$ cat src/rtl/cpu_bus_pkg.sv
// Shared definitions for the simple CPU bus fabric: transaction FSM states
// and the default boundary between memory (port A) and I/O (port B) space.
package cpu_bus_pkg;

   typedef enum logic [1:0] {
      ST_IDLE  = 2'd0,
      ST_ISSUE = 2'd1,
      ST_WAIT  = 2'd2,
      ST_RESP  = 2'd3
   } bus_state_e;

   localparam logic [31:0] IO_BASE_DEFAULT = 32'hFFFF_0000;

endpackage

$ cat src/rtl/bus_timeout_ctr.sv
// Cycle counter for an outstanding downstream transaction; flags when the
// next cycle would exhaust the allowed waiting budget.
module bus_timeout_ctr #(
   parameter int TIMEOUT = 16,
   parameter int CNT_W   = 5
) (
   input  logic clk,
   input  logic reset,
   input  logic clear,
   input  logic enable,
   output logic expired
);

   logic [CNT_W-1:0] count_r;

   // Count cycles spent in ISSUE/WAIT, restarting at each new acceptance
   always_ff @(posedge clk) begin
      if (reset) begin
         count_r <= {CNT_W{1'b0}};
      end else if (clear) begin
         count_r <= {CNT_W{1'b0}};
      end else if (enable) begin
         count_r <= count_r + CNT_W'(1);
      end else begin
         count_r <= count_r;
      end
   end

   // High in the last allowed cycle: the counter reaches TIMEOUT at the next edge
   assign expired = (count_r >= CNT_W'(TIMEOUT - 1));

endmodule

$ cat src/rtl/bus_demux_1x2.sv
// One-master, two-slave bus demultiplexer with a single outstanding
// transaction, address-based port select and a downstream response timeout.
module bus_demux_1x2
   import cpu_bus_pkg::*;
#(
   parameter int                  BIT_SIZE = 32,
   parameter logic [BIT_SIZE-1:0] IO_BASE  = BIT_SIZE'(IO_BASE_DEFAULT),
   parameter int                  TIMEOUT  = 16
) (
   input  logic                clk,
   input  logic                reset,
   input  logic                in_valid,
   output logic                in_ready,
   input  logic [BIT_SIZE-1:0] in_addr,
   input  logic [BIT_SIZE-1:0] in_wdata,
   input  logic                in_we,
   output logic                rsp_valid,
   input  logic                rsp_ready,
   output logic [BIT_SIZE-1:0] rsp_rdata,
   output logic                rsp_err,
   output logic                a_valid,
   input  logic                a_ready,
   output logic [BIT_SIZE-1:0] a_addr,
   output logic [BIT_SIZE-1:0] a_wdata,
   output logic                a_we,
   input  logic                a_rsp_valid,
   input  logic [BIT_SIZE-1:0] a_rdata,
   output logic                b_valid,
   input  logic                b_ready,
   output logic [BIT_SIZE-1:0] b_addr,
   output logic [BIT_SIZE-1:0] b_wdata,
   output logic                b_we,
   input  logic                b_rsp_valid,
   input  logic [BIT_SIZE-1:0] b_rdata
);

   localparam int CNT_W = ($clog2(TIMEOUT + 1) > 5) ? $clog2(TIMEOUT + 1) : 5;

   bus_state_e          state_r, state_next_s;
   logic                sel_r, sel_next_s;
   logic [BIT_SIZE-1:0] addr_r, addr_next_s;
   logic [BIT_SIZE-1:0] wdata_r, wdata_next_s;
   logic                we_r, we_next_s;
   logic [BIT_SIZE-1:0] rdata_r, rdata_next_s;
   logic                err_r, err_next_s;
   logic                in_ready_r, a_valid_r, b_valid_r, rsp_valid_r;
   logic                ctr_clear_s, ctr_enable_s, expired_s;
   logic                sel_ready_s, sel_rsp_valid_s;
   logic [BIT_SIZE-1:0] sel_rdata_s;

   // Only the selected port's handshake and data are ever observed
   assign sel_ready_s     = sel_r ? b_ready     : a_ready;
   assign sel_rsp_valid_s = sel_r ? b_rsp_valid : a_rsp_valid;
   assign sel_rdata_s     = sel_r ? b_rdata     : a_rdata;

   assign ctr_enable_s = (state_r == ST_ISSUE) || (state_r == ST_WAIT);

   bus_timeout_ctr #(
      .TIMEOUT (TIMEOUT),
      .CNT_W   (CNT_W)
   ) u_timeout (
      .clk     (clk),
      .reset   (reset),
      .clear   (ctr_clear_s),
      .enable  (ctr_enable_s),
      .expired (expired_s)
   );

   // Next-state and next-field logic of the transaction FSM
   always_comb begin
      state_next_s = state_r;
      sel_next_s   = sel_r;
      addr_next_s  = addr_r;
      wdata_next_s = wdata_r;
      we_next_s    = we_r;
      rdata_next_s = rdata_r;
      err_next_s   = err_r;
      ctr_clear_s  = 1'b0;
      case (state_r)
         ST_IDLE: begin
            if (in_valid) begin
               addr_next_s  = in_addr;
               wdata_next_s = in_wdata;
               we_next_s    = in_we;
               sel_next_s   = (in_addr >= IO_BASE);
               ctr_clear_s  = 1'b1;
               state_next_s = ST_ISSUE;
            end else begin
               state_next_s = ST_IDLE;
            end
         end
         ST_ISSUE: begin
            if (sel_ready_s) begin
               state_next_s = ST_WAIT;
            end else if (expired_s) begin
               rdata_next_s = {BIT_SIZE{1'b0}};
               err_next_s   = 1'b1;
               state_next_s = ST_RESP;
            end else begin
               state_next_s = ST_ISSUE;
            end
         end
         ST_WAIT: begin
            // Completion is tested first so it wins over a coincident timeout
            if (sel_rsp_valid_s) begin
               rdata_next_s = we_r ? {BIT_SIZE{1'b0}} : sel_rdata_s;
               err_next_s   = 1'b0;
               state_next_s = ST_RESP;
            end else if (expired_s) begin
               rdata_next_s = {BIT_SIZE{1'b0}};
               err_next_s   = 1'b1;
               state_next_s = ST_RESP;
            end else begin
               state_next_s = ST_WAIT;
            end
         end
         ST_RESP: begin
            if (rsp_ready) begin
               state_next_s = ST_IDLE;
            end else begin
               state_next_s = ST_RESP;
            end
         end
         default: begin
            state_next_s = ST_IDLE;
         end
      endcase
   end

   // State, latched request/response fields and registered handshake outputs
   always_ff @(posedge clk) begin
      if (reset) begin
         state_r     <= ST_IDLE;
         sel_r       <= 1'b0;
         addr_r      <= {BIT_SIZE{1'b0}};
         wdata_r     <= {BIT_SIZE{1'b0}};
         we_r        <= 1'b0;
         rdata_r     <= {BIT_SIZE{1'b0}};
         err_r       <= 1'b0;
         in_ready_r  <= 1'b1;
         a_valid_r   <= 1'b0;
         b_valid_r   <= 1'b0;
         rsp_valid_r <= 1'b0;
      end else begin
         state_r     <= state_next_s;
         sel_r       <= sel_next_s;
         addr_r      <= addr_next_s;
         wdata_r     <= wdata_next_s;
         we_r        <= we_next_s;
         rdata_r     <= rdata_next_s;
         err_r       <= err_next_s;
         in_ready_r  <= (state_next_s == ST_IDLE);
         a_valid_r   <= (state_next_s == ST_ISSUE) && !sel_next_s;
         b_valid_r   <= (state_next_s == ST_ISSUE) && sel_next_s;
         rsp_valid_r <= (state_next_s == ST_RESP);
      end
   end

   assign in_ready  = in_ready_r;
   assign rsp_valid = rsp_valid_r;
   assign rsp_rdata = rdata_r;
   assign rsp_err   = err_r;
   assign a_valid   = a_valid_r;
   assign a_addr    = addr_r;
   assign a_wdata   = wdata_r;
   assign a_we      = we_r;
   assign b_valid   = b_valid_r;
   assign b_addr    = addr_r;
   assign b_wdata   = wdata_r;
   assign b_we      = we_r;

endmodule

$ cat config.mk
export PLATFORM = sky130hd
export DESIGN_NAME = bus_demux_1x2
export DESIGN_NICKNAME = d
export VERILOG_FILES = /design/src/rtl/cpu_bus_pkg.sv /design/src/rtl/bus_timeout_ctr.sv /design/src/rtl/bus_demux_1x2.sv
export SDC_FILE = /design/constraint.sdc
export NUM_CORES = 1
export LEC_CHECK = 0
export CORE_ASPECT_RATIO = 1.5
export CORE_UTILIZATION = 34
export CTS_CLUSTER_DIAMETER = 80
export CTS_CLUSTER_SIZE = 30
export DETAILED_ROUTE_END_ITERATION = 10
export PLACE_DENSITY = 0.78
export REMOVE_ABC_BUFFERS = 1
export SYNTH_ARGS = -nofsm -noshare
export SYNTH_HDL_FRONTEND = slang
export SYNTH_SLANG_ARGS = --single-unit
$ cat constraint.sdc
create_clock -name clk -period 2.1 [get_ports clk]
set_clock_uncertainty 0.2 [all_clocks]
set_input_delay 0.63 -clock clk [delete_from_list [all_inputs] [get_ports clk]]
set_output_delay 0.63 -clock clk [all_outputs]
set_load 0.03 [all_outputs]
## Word level (Yosys, flattened, before mapping)

Cells that the tools add are included.
W data, S select, Z words.

| storage, ports and cells | value |
|---|---|
| logic and storage cells | 54 |
| output and inout port bits | 167 |
| flip-flop bits (word level) | 110 |

| operators by class | value |
|---|---|
| add/subtract/negate cells | 1 |
| eq/ne operators | 6 |
| order comparisons | 2 |
| reduce and logical (&&, ||, !) cells | 10 |
| muxes and demuxes | 23 |

Operators with widths:

| kind | number |
|---|---|
| $mux W32 | 5 |
| $pmux W32 S2 | 1 |
| $ge A32 B32 Y1 const B | 1 |
| $mux W1 | 12 |
| $pmux W2 S4 | 1 |
| $eq A2 B2 Y1 const B | 3 |
| $mux W2 | 3 |
| $add A5 B1 Y5 const B | 1 |
| $ge A5 B4 Y1 const B | 1 |
| $eq A2 B1 Y1 const B | 2 |
| $logic_not A2 Y1 | 2 |
| $reduce_and A2 Y1 | 2 |
| $logic_and A1 B1 Y1 | 2 |
| $ne A2 B2 Y1 const B | 1 |
| $pmux W1 S2 | 1 |
| $reduce_bool A2 Y1 | 1 |
| $reduce_or A2 Y1 | 1 |
| $logic_not A1 Y1 | 1 |
| $logic_or A1 B1 Y1 | 1 |

## Logic depth before layout (Yosys ltp)

Gate-level depths: netlist of run 1.

| depth | value |
|---|---|
| depth in word-level cells | 6 |
| mapped depth | 9 |
| mapped depth without buffers | 8 |

## Hierarchy

A second synthesis of run 1 with hierarchy kept.

| unflattened totals | value |
|---|---|
| cells, all modules | 602 |
| area total of the unflattened synthesis | 4,977.3 um^2 |

Modules (own cells, without submodules):

| module | times used | seq. area each (um^2) | cells an instance | area each (um^2) |
|---|---|---|---|---|
| bus_demux_1x2 | 1 | 2,102.0 | 575 | 4,697.0 |
| bus_timeout_ctr | 1 | 100.1 | 27 | 280.3 |

## Worst setup path before layout of run 1

OpenSTA, ideal clock, no wires.

| timing | value |
|---|---|
| kind | reg2reg |
| start | register u_timeout.count_r[0] |
| end | register rsp_valid_r, in the netlist rsp_valid |
| setup time | 0.116 ns |
| buffers on the path | 0 |
| data required time | 1.784 ns |
| arrival time | 1.690 ns |
| stages on the path, launching flop included | 7 |
| clock period less this slack | 2.005 ns |
| slack | 0.095 ns |
| path through | dfxtp_1 ha_1 and3_1 ha_1 nor3_1 a311oi_1 and3_1 |

| on the way | value |
|---|---|
| word-level cells in the longest chain between the ends | 5 |

Ends and longest elaborated chain:

| what | RTL line | text |
|---|---|---|
| start, declared | bus_timeout_ctr.sv:14 | `logic [CNT_W-1:0] count_r;` |
| start signal, assigned | bus_timeout_ctr.sv:19 | `count_r <= {CNT_W{1'b0}};` |
| start signal, assigned | bus_timeout_ctr.sv:21 | `count_r <= {CNT_W{1'b0}};` |
| start signal, assigned | bus_timeout_ctr.sv:23 | `count_r <= count_r + CNT_W'(1);` |
| $ge A5 B4 Y1 * | bus_timeout_ctr.sv:30 | `assign expired = (count_r >= CNT_W'(TIMEOUT - 1));` |
| $mux W1 / $mux W2 (equally long branches) | bus_demux_1x2.sv:109, bus_demux_1x2.sv:95 |  |
| $mux W1 / $mux W2 (equally long branches) | bus_demux_1x2.sv:105, bus_demux_1x2.sv:93 |  |
| $pmux W2 S4 * | bus_demux_1x2.sv:79 | `case (state_r)` |
| $eq A2 B2 Y1 * | bus_demux_1x2.sv:155 | `rsp_valid_r <= (state_next_s == ST_RESP);` |
| end signal, assigned | bus_demux_1x2.sv:155 |  |
| end, declared | bus_demux_1x2.sv:46 | `logic in_ready_r, a_valid_r, b_valid_r, rsp_valid_r;` |

Every way passes the cells marked *; elsewhere a longest branch is shown, timed or not.
A chain may end at the register's enable or synchronous reset.

## Final worst setup path of run 1

| timing | value |
|---|---|
| start | input port a_rsp_valid |
| end | register rdata_r[10], in the netlist rsp_rdata[10] |

| on the way | value |
|---|---|
| word-level cells in the longest chain between the ends | 3 |

Ends and longest elaborated chain:

| what | RTL line | text |
|---|---|---|
| start, declared | bus_demux_1x2.sv:26 | `input logic a_rsp_valid,` |
| $mux W1 | bus_demux_1x2.sv:53 | `assign sel_rsp_valid_s = sel_r ? b_rsp_valid : a_rsp_valid;` |
| $mux W32 | bus_demux_1x2.sv:105 | `if (sel_rsp_valid_s) begin` |
| $pmux W32 S2 | bus_demux_1x2.sv:79 |  |
| end signal, assigned | bus_demux_1x2.sv:138 | `rdata_r <= {BIT_SIZE{1'b0}};` |
| end signal, assigned | bus_demux_1x2.sv:150 | `rdata_r <= rdata_next_s;` |
| end, declared | bus_demux_1x2.sv:44 | `logic [BIT_SIZE-1:0] rdata_r, rdata_next_s;` |

No other way between the ends.

==> results of run 1 <==
## cell type report
type / instances / area (um^2) / share of cell area
multi-input cells: 379 / 2120 / 0.265
repair buffers: 332 / 3150 / 0.393
flip-flops and latches: 110 / 2210 / 0.275
well taps: 192 / 240 / 0.0300
clock inverters: 6 / 47.5 / 0.00594
clock buffers: 9 / 225 / 0.0281
inverters: 6 / 22.5 / 0.00281
## critical path: cells and delay by family
kind            cells  cell delay (ns)
buf+inv             2             0.62
mux                 1             0.30
simple gates        1             0.19
compound gates      2             0.33
## kinds of logic (layout without fill, tap and decap cells)
family                     Yosys count  after routing  synth area share
muxes                               37             37            0.0780
xor gates and xnor gates             3              3           0.00529
buffers and inverters              112            353             0.142
AOI/OAI and AO/OA                  106            106             0.116
DFF                                110            110             0.443
adders and majority gates            7              7            0.0176
and+or+nand+nor                    226            226             0.198
## report_power, final
part	internal (mW)	switching, mW	leakage [nW]
Combinational	0.541	0.674	2.56
Clock	0.810	0.767	0.132
Sequential	2.18	0.0852	0.899
## registers in the layout, summed over array words and instances, names as in the netlist
name,flops
a_addr,32
rsp_valid,1
state_r,2
rsp_rdata,32
rsp_err,1
a_wdata,32
a_we,1
a_valid,1
in_ready,1
b_valid,1
sel_r,1
u_timeout.count_r,5
## per-layer routing
| metal | vias up | track usage | routed length (um) |
|---|---|---|---|
| li1 | 2393 | - | - |
| met1 | 2149 | 0.212 | 5890 |
| met2 | 233 | 0.353 | 7680 |
| met3 | 11 | 0.0504 | 1420 |
| met4 | 0 | 0.0536 | 187 |
| met5 | - | 0 | 0 |
## worst paths after layout
kind,to,slack (ns),cells after the start
worst max-delay path,rsp_rdata[10]$_SDFFE_PP0P_,0.04,6
worst min-delay path,rsp_rdata[2]$_SDFFE_PP0P_,0.25,2
worst max register to register,b_valid$_SDFF_PP0_,0.11,8
worst min register to register,rsp_rdata[2]$_SDFFE_PP0P_,0.25,2
## layout by cell type, fill, tap and decap left out, types with 2 or more instances in the layout
master / Yosys / final
nand2_1: 165 / 164
dlygate4sd2_1: 0 / 163
clkdlybuf4s50_1: 0 / 134
dfxtp_1: 110 / 107
a21oi_1: 98 / 93
mux2i_1: 35 / 35
or3_1: 32 / 30
buf_4: 65 / 23
clkbuf_16: 0 / 9
buf_12: 0 / 9
ha_1: 7 / 7
inv_1: 6 / 6
nor3_1: 7 / 6
a21oi_2: 0 / 5
nand4_1: 5 / 5
nor2_1: 4 / 4
nor2b_1: 3 / 3
dfxtp_2: 0 / 3
and3_1: 2 / 2
and2_1: 3 / 2
or3_4: 0 / 2
xor2_1: 2 / 2
clkinv_4: 0 / 2
inv_6: 0 / 2
## stage by stage
stage | area, um^2 | setup slack, ns
after floorplan | 4290 | -1.27
after global placement | 7880 | -0.314
after detailed placement | 7880 | -0.307
after CTS | 7950 | 0.0296
after global routing | 8010 | -0.00717
final | 8010 | 0.0434
## timing repair
action | 4_1_cts | 5_1_grt
endpoints found under the hold margin | 0 | 0
setup buffers | 0 | 1
endpoints found under the setup margin | 166 | 18
pin swaps | 0 | 1
gates resized for setup | 165 | 13
==> results_dict.tcl, run 1 <==
set metrics [dict create \
    die_area_um2 15100 \
    crit_type "in2reg" \
    htree_levels 3 \
    grt.total_usage 0.191 \
    finalMaxSlewViolations 0 \
    total_power_mw 5.06 \
    report.final.setup_viol 0 \
    whs_ns 0.247 \
    finalSetupTns_ns 0 \
    coreArea_um2 14100 \
    drt_first_pass_iters 4 \
    synthTopCellsByCount "nand2_1 (165), dfxtp_1 (110), a21oi_1 (98)" \
    cts_tree "done" \
    hold_violations 0 \
    finalCritPeriodShare 0.979 \
    crit_chain "clkdlybuf4s50_1 -> mux2_4 -> and2_1 -> o31ai_4 -> buf_12 -> a21oi_1" \
    vias 4786 \
    hp-class "reg2reg" \
    ant_nets 0 \
    p_leak_nw 3.60 \
    min_period_ns 2.06 \
    port_buffers 303 \
    synth-edff-count 0 \
    slowest_delay_ns 0.40 \
    status "finished, final reports clean" \
    start_util 0.352 \
    rsz0062_at_grt "yes" \
    crit_start "a_rsp_valid" \
    via_per_inst 4.63 \
    dp_hpwl_mm 11.8 \
    clock_sinks 110 \
    wl_per_cell_um 14.7 \
    worst_pin_slew_ns 0.322 \
    timing.rr.start "u_timeout.count_r[1]$_SDFFE_PP0P_" \
    crit_path_end_kind "flop" \
    row_count 53 \
    async_reset_ff_frac 0 \
    synth-seq-cells 110 \
    syn2layout_area_growth_pct 61.2 \
    drive_above_1_share 0.0796 \
    ir_worst_vdd_v 0.000476 \
    drv_cap 0 \
    synth_seq_area_share 0.443 \
    grt_pass1_wl_mm 22.3 \
    fill_cells 1349 \
    syn_area_per_cell_um2 8.27 \
    clk_path_buf_depth 2 \
    wl_mm 15.2 \
    synth_area_leaders "dfxtp_1 (44%), nand2_1 (12%), a21oi_1 (9.9%)" \
    grt_max_degree 49 \
    yosys_warnings 0 \
    synth-main-ff-cell "dfxtp_1" \
    cp_max_fo 32 \
    overflow 0 \
    placed_cells 1018 \
    numCtsBuffers 9 \
    relSlewSlack 0.779 \
    power_density_nw_per_um2 632 \
    synth_top_area_frac 0.443 \
    postCtsHoldBufs 0 \
    drt-initial-drc-count 48 \
    route.detailed.drc 0 \
    diodes 0 \
    max_freq_mhz 486 \
    clk_latency_ns 0.34 \
    nets 982 \
    yosysTopAreaCell "dfxtp_1" \
    ys_types 34 \
    grt_antenna_before_repair 0 \
    syn_area_um2 4970 \
    synth_cells 601 \
    dieHeight_um 150 \
    layout.cells.non_filler 1034 \
    io_pins 304 \
    start_kind "input port" \
    grt_pass1_vias 4471 \
    crit_arrival_ns 2.08 \
    synth_most_common_cell "nand2_1" \
    worstPathRequired_ns 2.12 \
    root_buffer "clkbuf_16" \
    cts.reportedPaths.clkPinSlew_ns 0.07 \
    fp.dieW_um 101 \
    post-route-util 0.567 \
    cp_slowest_cell "clkdlybuf4s50_1" \
    globalplace.congestion 0.793 \
    min_from "rsp_rdata[2]$_SDFFE_PP0P_" \
]
No activity file was read; power rests on OpenSTA's default activity.
==> inputs of run 2 (changes only) <==
--- a/config.mk
+++ b/config.mk
@@ -10,6 +10,7 @@
 export CTS_CLUSTER_DIAMETER = 80
 export CTS_CLUSTER_SIZE = 30
 export DETAILED_ROUTE_END_ITERATION = 10
+export GPL_TIMING_DRIVEN = 0
 export PLACE_DENSITY = 0.78
 export REMOVE_ABC_BUFFERS = 1
 export SYNTH_ARGS = -nofsm -noshare
==> run 2 against run 1 <==
Non-clock buffer count rose by 6. Critical endpoint is now a_wdata[31]. Global-route usage increased by 2.3 points. Wire length is 19% higher. Core utilization grew 2.8 points. Maximum frequency shrank 0.38%.
==> results_dict.tcl, run 2 (same netlist as run 1, synthesis figures left out) <==
set metrics [dict create \
    fp.dieW_um 101 \
    overflow 0 \
    crit_path_end_kind "output pin" \
    switchingPower_mw 1.60 \
    route.detailed.drc 0 \
    cp_max_fo 4 \
    io_pins 304 \
    drv_cap 0 \
    dieHeight_um 150 \
    postCtsHoldBufs 0 \
    finalMaxSlewViolations 0 \
    row_count 53 \
    critPathBufInv 1 \
    final_common_cell "nand2_1" \
    cts_tree "done" \
    grt.total_usage 0.214 \
    drt-initial-drc-count 120 \
    max_freq_mhz 484 \
    cts.reportedPaths.clkPinSlew_ns 0.08 \
    crit_arrival_ns 1.23 \
    p_leak_nw 3.75 \
    start_kind "flop" \
    whs_ns 0.247 \
    start_util 0.352 \
    finalCritPeriodShare 0.983 \
    dp_hpwl_mm 11.6 \
    power_density_nw_per_um2 626 \
    grt_max_degree 51 \
    vias 4977 \
    placed_cells 995 \
    via_per_inst 4.76 \
    crit_family "flip-flops" \
    ir_worst_vdd_v 0.000346 \
    internal_power_mw 3.66 \
    wl_mm 18.0 \
    timing.rr.start "sel_r$_SDFF_PP0_" \
    htree_levels 3 \
    slowest_delay_ns 0.44 \
    cp_slowest_cell "dfxtp_1" \
    die_area_um2 15100 \
    comb_power_share 0.238 \
    numCtsBuffers 9 \
    hold_violations 0 \
    min_period_ns 2.06 \
    grt_pass1_vias 4694 \
    power.share.switching 0.305 \
    crit_chain "dlygate4sd2_1" \
    final_cell_mix "nand2_1 (164), dlygate4sd2_1 (162), clkdlybuf4s50_1 (130), dfxtp_1 (105), a21oi_1 (86)" \
    min_from "rsp_rdata[15]$_SDFFE_PP0P_" \
    wl_per_cell_um 17.2 \
    clk_latency_ns 0.35 \
    hp-class "reg2reg" \
    clock_sinks 110 \
    port_buffers 303 \
    globalplace.congestion 0.812 \
    report.final.setup_viol 0 \
    relSlewSlack 0.648 \
    crit_start "a_wdata[31]$_SDFFE_PP0P_" \
    layout.cells.non_filler 1045 \
    drt_first_pass_iters 4 \
    worstPathRequired_ns 1.27 \
    root_buffer "clkbuf_16" \
    crit_type "reg2out" \
    nets 991 \
    status "finished, final reports clean" \
    drive_above_1_share 0.120 \
    clkPwrFrac 0.330 \
    grt_pass1_wl_mm 24.5 \
    coreArea_um2 14100 \
    worst_pin_slew_ns 0.528 \
    ant_nets 0 \
    clk_path_buf_depth 2 \
    fill_cells 1272 \
    grt_antenna_before_repair 0 \
    syn2layout_area_growth_pct 69.1 \
    power_frac_seq 0.432 \
]
-- run 2: cell types whose count changed in the layout (fill, tap and decap cells not counted), moves of 5 or more --
cell     delta
or3_1       -8
or3_4       +8
a21oi_1     -7
a21oi_2     +7
buf_4       -5
-- run 2: final cells by class --
class | instances | area, um^2 | share of cell area
well taps | 192 | 240 | 0.0286
flip-flops and latches | 110 | 2210 | 0.263
repair buffers | 338 | 3310 | 0.394
clock buffers | 10 | 229 | 0.0272
clock inverters | 6 | 70.1 | 0.00834
inverters | 6 | 26.3 | 0.00313
multi-input cells | 382 | 2310 | 0.275
diodes | 1 | 2.50 | 0.000298
-- run 2: worst paths after layout --
| path | end | slack, ns | cells past startpoint |
|---|---|---|---|
| worst max-delay path | a_wdata[31] | 0.04 | 1 |
| worst min register to register | rsp_rdata[15]$_SDFFE_PP0P_ | 0.25 | 2 |
| worst min-delay path | rsp_rdata[15]$_SDFFE_PP0P_ | 0.25 | 2 |
| worst max register to register | rsp_rdata[24]$_SDFFE_PP0P_ | 0.08 | 6 |
-- run 2: layer usage --
metal,share of wire,track usage,routed length (um)
met5,0,0,0
met4,0.018,0.0609,328
met3,0.074,0.0392,1330
met2,0.53,0.413,9460
met1,0.38,0.234,6890
-- run 2: power by group through the flow --
stage | clock (mW) | sequential, mW | combinational [mW]
2_1_floorplan | 0 | 2.64 | 0.223
3_3_place_gp | 0 | 2.33 | 1.25
3_5_place_dp | 0 | 2.33 | 1.27
4_1_cts | 1.79 | 2.27 | 1.22
5_1_grt | 1.85 | 2.29 | 1.32
6_report | 1.73 | 2.27 | 1.25
-- run 2: repair_timing --
item,4_1_cts,5_1_grt
setup buffers,10,13
setup endpoints to repair,213,53
gates cloned,5,5
resized for setup,181,50
pin swaps,5,22
-- run 2: metrics by stage --
stage | power (mW) | instance area, um^2 | setup TNS [ns] | setup slack, ns | utilization
4_1_cts | 5.28 | 8010 | 0 | 0.000881 | 0.567
2_1_floorplan | 2.87 | 4290 | -65.02 | -1.27 | -
5_1_grt | 5.46 | 8400 | -0.0205 | -0.0103 | 0.595
6_report | 5.26 | 8400 | 0 | 0.0355 | 0.595
3_5_place_dp | 3.60 | 7670 | -57.44 | -1.07 | 0.543
3_3_place_gp | 3.58 | 7560 | -219.21 | -2.46 | 0.535
==> RTL edit (config.mk and constraints of run 2) <==
Change the parameter `BIT_SIZE` from 32 to 16.
--- a/src/rtl/bus_demux_1x2.sv
+++ b/src/rtl/bus_demux_1x2.sv
@@ -5,3 +5,3 @@
 #(
-   parameter int                  BIT_SIZE = 32,
+   parameter int                  BIT_SIZE = 16,
    parameter logic [BIT_SIZE-1:0] IO_BASE  = BIT_SIZE'(IO_BASE_DEFAULT),
Interface: changed (9 resized); port bits go from 304 to 160. No check against the original RTL was run, so the function may have changed too.
==> RTL edit against run 2 <==
- wire length is 58% lower
- area after synthesis is 42% lower
- setup slack better by 28 ps
- hold slack better by 19 ps
- power is 32% lower
- fmax is 1.4% higher
- clock power is 12% lower
- combinational power is 42% lower
- sequential share of layout area is 0.67 points higher
- global-route usage is 4.7 points lower
- sequential cell count is 48 lower
- final area is 45% lower
==> RTL edit: results (changes against run 2) <==
| Metric | Value |
|---|---|
| Status | finished, final reports clean |
| DP Area | 0.00427 mm2 (-44%) |
| Total number of vias | 2619 (-47%) |
| Clock power frac | 43.2% (+10 points) |
| Sequential Power Share | 36.5% (-6.7 points) |
| Layout cell share with drive strength beyond 1 | 8.64% (-3.3 points) |
| Count of input and output buffers | 159 (-48%) |
| Clk Latency, worst-skew pair | 310 ps (-40 ps) |
| RR Endpoint | a_valid$_SDFF_PP0_ |
| Overall routing resource usage | 16.7% (-4.7 points) |
| Top post-synthesis cells by area | dfxtp_1 (43%), mux2i_1 (13%), buf_4 (9.2%), nand2_1 (8.9%), a21oi_1 (5.9%) |
| Initial drt markers | 87 (-28%) |
| Min-delay src | a_addr[4]$_SDFFE_PP0P_ |
| Invs w/o clock | 7 (+1) |
| # rows | 40 (-25%) |
| Period utilisation layout | 97.0% (-1.3 points) |
| Dpl cells | 546 (-45%) |
| Fill count | 786 (-38%) |
| Final WL | 7.56 mm (-58%) |
| FF-to-FF path depth | 7 (+1) |
| # nets final | 538 (-46%) |
| Vias in the first global route | 2579 (-45%) |
| Setup repair bufs after CTS | 4 (-6) |
| Synthesized flop and latch total | 62 (-44%) |
| Peak VDD IR | 0.688 mV (+99%) |
| Setup crit end | rsp_rdata[11]$_SDFFE_PP0P_ |
| Clk slew on worst S/H paths | 50 ps (-30 ps) |
| Synth cell types | 32 (-5.9%) |
## RTL edit: cell count changes after synthesis, moves of 3 or more
cell	before	now
nand2_1	165	68
nor2_1	4	41
or3_1	32	0
dfxtp_1	110	62
buf_6	4	1
buf_2	9	1
buf_4	65	35
nand4_1	5	1
buf_1	3	0
a21oi_1	98	34
clkbuf_1	25	14
## RTL edit: per-layer routing
| layer | vias to the layer above | global-route usage [%] | share of wire, % |
|---|---|---|---|
| met4 | 0 | 7.17 | 1.2 |
| met2 | 114 | 32.0 | 54 |
| met5 | - | 0 | 0 |
| li1 | 1310 | - | - |
| met1 | 1186 | 16.8 | 36 |
| met3 | 9 | 4.38 | 8.3 |
## RTL edit: logic make-up after synthesis
logic type      count (synthesis)  synth area share, %
xor+xnor                        3                0.916
fa+ha+maj                       7                 3.05
simple gates                  122                 17.2
compound gates                 43                 9.68
flops                          62                 43.2
buf+inv                        59                 13.0
mux                            37                 12.9
